### src/rtl/glyph_rom_arbiter.sv
// rtl/glyph_rom_arbiter.sv - char ROM fetch arbiter; define GLYPH_ARB_ROUNDROBIN_EN for round-robin, else fixed priority
module glyph_rom_arbiter #(
  parameter int NUM_REQ = 4,
  parameter int ADDR_W  = 8,
  parameter int DATA_W  = 8,
  parameter int ROM_LAT = 1
) (
  input  logic                      clock,
  input  logic                      resetn,
  input  logic                      line_start,
  input  logic [NUM_REQ-1:0]        req,
  input  logic [NUM_REQ*ADDR_W-1:0] req_addr,
  output logic [NUM_REQ-1:0]        gnt,
  output logic [ADDR_W-1:0]         rom_addr,
  input  logic [DATA_W-1:0]         rom_q,
  output logic                      rsp_valid,
  output logic [2:0]                rsp_id,
  output logic [DATA_W-1:0]         rsp_data,
  output logic                      busy
);

  // One pipeline stage per ROM latency cycle plus the response register stage.
  localparam int DEPTH = ROM_LAT + 1;

  logic             xfer;
  logic [2:0]       gnt_idx;
  logic [DEPTH-1:0] vld_q;
  logic [2:0]       id_q [DEPTH];

`ifdef GLYPH_ARB_ROUNDROBIN_EN
  logic [2:0]       rr_ptr;
`endif

  // Pick the first requesting index, scanning upward from the search start.
  always_comb begin
    int idx;
    gnt     = '0;
    gnt_idx = '0;
    xfer    = 1'b0;
    idx     = 0;
    if (resetn && !line_start) begin
      for (int k = 0; k < NUM_REQ; k++) begin
`ifdef GLYPH_ARB_ROUNDROBIN_EN
        idx = (int'(rr_ptr) + k) % NUM_REQ;
`else
        idx = k;
`endif
        if (!xfer && req[idx]) begin
          gnt[idx] = 1'b1;
          gnt_idx  = 3'(idx);
          xfer     = 1'b1;
        end
      end
    end
  end

`ifdef GLYPH_ARB_ROUNDROBIN_EN
  // Advance the search start past the winner; a new line restarts at requester 0.
  always_ff @(posedge clock) begin
    if (!resetn || line_start) begin
      rr_ptr <= 3'd0;
    end else if (xfer) begin
      rr_ptr <= (gnt_idx == 3'(NUM_REQ - 1)) ? 3'd0 : gnt_idx + 3'd1;
    end
  end
`endif

  // Latch the winner's address toward the ROM; hold it when nobody is granted.
  always_ff @(posedge clock) begin
    if (!resetn) begin
      rom_addr <= '0;
    end else if (xfer) begin
      rom_addr <= req_addr[gnt_idx*ADDR_W +: ADDR_W];
    end
  end

  // Valid/id shift pipeline tracking fetches in flight; line_start drops them all.
  always_ff @(posedge clock) begin
    if (!resetn) begin
      vld_q <= '0;
      for (int i = 0; i < DEPTH; i++) id_q[i] <= 3'd0;
    end else begin
      if (line_start) vld_q <= '0;
      else            vld_q <= {vld_q[DEPTH-2:0], xfer};
      id_q[0] <= gnt_idx;
      for (int i = 1; i < DEPTH; i++) id_q[i] <= id_q[i-1];
    end
  end

  // Capture ROM data in the cycle it becomes valid for the oldest fetch.
  always_ff @(posedge clock) begin
    if (!resetn) begin
      rsp_data <= '0;
    end else if (vld_q[ROM_LAT-1]) begin
      rsp_data <= rom_q;
    end
  end

  assign rsp_valid = vld_q[ROM_LAT];
  assign rsp_id    = id_q[ROM_LAT];
  assign busy      = |vld_q;

endmodule

### config.mk
export PLATFORM = sky130hd
export DESIGN_NAME = glyph_rom_arbiter
export DESIGN_NICKNAME = d
export VERILOG_FILES = /design/src/rtl/glyph_rom_arbiter.sv
export SDC_FILE = /design/constraint.sdc
export NUM_CORES = 1
export LEC_CHECK = 0
export BUFFER_PORTS_ARGS = -buffer_cell sky130_fd_sc_hd__buf_2
export CORE_UTILIZATION = 47
export DETAILED_ROUTE_END_ITERATION = 8
export PLACE_DENSITY = 0.86
export SLEW_MARGIN = 20
export SYNTH_ARGS = -nofsm -noshare
export SYNTH_HDL_FRONTEND = slang
export SYNTH_SLANG_ARGS = --single-unit
export TNS_END_PERCENT = 5
### constraint.sdc
create_clock -name clock -period 3.4 [get_ports clock]
set_clock_uncertainty 0.15 [all_clocks]
set_input_delay 0.51 -clock clock [delete_from_list [all_inputs] [get_ports clock]]
set_output_delay 0.51 -clock clock [all_outputs]
set_load 0.05 [all_outputs]
==> flow_summary.ini <==
[critical_path]
cpMaxStageDelayCell = or3b_4
crit_buf_inv = 2
crit_arrival_ps = 1780
reg2reg_depth = 2
max_stage_delay_ps = 530
crit_family = simple AND/OR/NAND/NOR gates
crit_path_start_kind = primary input
cp_cell_sequence = buf_2 > or3b_4 > nor3_1 > buf_2
required_ps = 2740
timing.rr.end = rsp_data[5]$_SDFFE_PN0P_
r2r_setup_slack_ps = 2200
crit_path_end_kind = output pin
crit_fanout = 20
path_common_cell = buf_2
r2r-start = vld_q[0]$_SDFF_PP0_
worstSetupPathType = primary input to output pin

[layout]
diodes = 0
drive_above_1_share_pct = 44.9
syn_to_final_growth_pct = 25.4
fill_cells = 215
finalNetCount = 235

[clocking]
insertion_delay_ps = 300
post_cts_buffers = 0
clk_pin_slew_ps = 120
cts_tree = yes
cts_buffer_depth = 2
clock_sinks = 22
cts_made_buffers = 3
clockRootBuffer = clkbuf_4
cts-htree-levels = 1
hold_buffers = 0
post_cts_resized = 0

[timing]
period_share_pct = 71.9
min_period_ps = 2440
worstMarginPinSlew_ps = 592
slew-limit-headroom_pct = 60.5
max_freq_mhz = 409
whs_ps = 297
finalSetupViolCount = 0
rsz0062_at_grt = false
setup_tns_ps = 0
slew_violations = 0
hold_viol = 0

[grt]
track_usage_pct = 19.6
antenna_found_initial = 0
grt_pass1_wl_mm = 4.23
grt_overflow_total = 0
grt_pass1_vias = 1005
grt_max_degree = 30

[detailed_routing]
drtPass1Iterations = 4
routed_wl_mm = 2.87
drc = 0
drt_iter0_markers = 14
post_drt_wl_per_cell_um = 13.2
vias_per_cell = 5.32
ant_nets = 0
via_count = 1155

[logic_synthesis]
synth_fp_nets = 177
ys_ff_latch = 22
yosysMostFrequentCell = dfxtp_1
syn_area_um2 = 1290
synth_async_sr_flop_share_pct = 0
avgSynthCellArea_um2 = 9.93
ys.flop_type = dfxtp_1
netlist_top_cells_area = dfxtp_1 (34%), nor2b_1 (8.2%), mux2i_1 (6.2%)
synth.yosys.seq_area_share_pct = 34.1
synth_top_area_cell = dfxtp_1
yosysTopAreaCellShare_pct = 34.1
syn_inst = 130
synth-edff-count = 0
yosys-top-cells-count = dfxtp_1 (22), nor2b_1 (17), nand2b_1 (10)
synth_cell_type_count = 25
yosysWarnings = 0

[die]
io_pins = 72
initial_utilization_pct = 50.7
rows = 18
core-area_um2 = 2540
dieArea_um2 = 2960
die_x_um = 54.4
die_y_um = 54.4

[status]
status = completed

[power_and_ir_drop]
swShare_pct = 29.8
p_comb_share_pct = 25.2
clockPowerShare_pct = 30.7
leakagePower_nw = 0.730
p_int_w = 0.000447
p_seq_share_pct = 44.1
vdd_drop_max_mv = 0.278
p_per_area_nw_per_um2 = 394
p_sw_w = 0.000190

[hold_path]
hp-start = id_q[0][1]$_SDFF_PN0_
worstHoldEndpoint = id_q[0][4]$_SDFF_PN0_
hp-class = flip-flop to flip-flop
hold_depth = 1

[place]
gp_congestion = 0.699
dp_hpwl_mm = 2.16
port_buffers = 70

[job]
drv_cap = 0
[layer usage]
layer	vias to the layer above	wire length, um	track usage, %
met1	516	1270	23.7
met3	2	195	4.44
li1	582	-	-
met2	55	1390	35.0
met5	-	0	0
met4	0	10	3.85
[placed cells by master, fill, tap and decap left out]
cell and instances:
a21oi_1 9, and2_1 4, buf_2 70, bufinv_16 1, clkbuf_4 3, conb_1 1, dfxtp_1 22, inv_1 2
mux2i_1 8, nand2b_1 10, nor2_1 2, nor2b_1 17, nor3_1 2, nor3b_1 1, nor4_4 1, nor4b_1 3
nor4b_2 3, nor4b_4 2, o211ai_1 8, o41ai_1 6, o41ai_2 2, or2_2 1, or3b_4 1, or4b_1 8
[how the worst max path moves through the flow]
stage                     startpoint      to  cells past startpoint  slack, ps
after floorplan           line_start  gnt[2]                      4        380
after global placement        resetn  gnt[2]                      4        980
after detailed placement      resetn  gnt[3]                      4        930
after CTS                     resetn  gnt[3]                      4        930
after global routing          resetn  gnt[3]                      4        850
final                         resetn  gnt[3]                      4        960
[metrics by stage]
| step | std cells | total power (W) | setup WS, ps | util [%] | area (um^2) |
|---|---|---|---|---|---|
| floorplan | 130 | 0.000404 | 377 | - | 1290 |
| global placement | 213 | 0.000443 | 982 | 61.6 | 1570 |
| detailed placement | 213 | 0.000448 | 932 | 61.6 | 1570 |
| CTS | 217 | 0.000641 | 931 | 63.6 | 1620 |
| global route | 217 | 0.000666 | 852 | 63.6 | 1620 |
| finish | 217 | 0.000638 | 955 | 63.6 | 1620 |
[final cells by class]
type,count,area (um^2),area share (%)
inverter,2,7.51,0.464
clock buffer,3,22.5,1.39
tap,30,37.5,2.32
timing repair buffer,70,350,21.6
sequential,22,440,27.2
clock inverter,1,30.0,1.85
multi-input combinational,89,731,45.1
[power by group through the flow]
stage | clock network, W | logic (W) | registers [W]
5_1_grt | 0.000211 | 0.000172 | 0.000283
3_3_place_gp | 0 | 0.000156 | 0.000287
2_1_floorplan | 0 | 0.0000756 | 0.000328
6_report | 0.000196 | 0.000160 | 0.000281
4_1_cts | 0.000198 | 0.000161 | 0.000281
3_5_place_dp | 0 | 0.000161 | 0.000287
[flip-flops by register name, indices dropped and copies added (netlist names)]
name / count
id_q: 4
rom_addr: 8
rsp_data: 8
vld_q: 2
[cell families after synthesis]
kind of cell	Yosys count	synth area share, %
AOI/OAI and AO/OA	25	14.7
DFF	22	34.1
and+or+nand+nor	55	35.4
buffers and inverters	19	9.30
muxes	8	6.20
other	1	0.290
No activity file was read; power rests on OpenSTA's default activity.
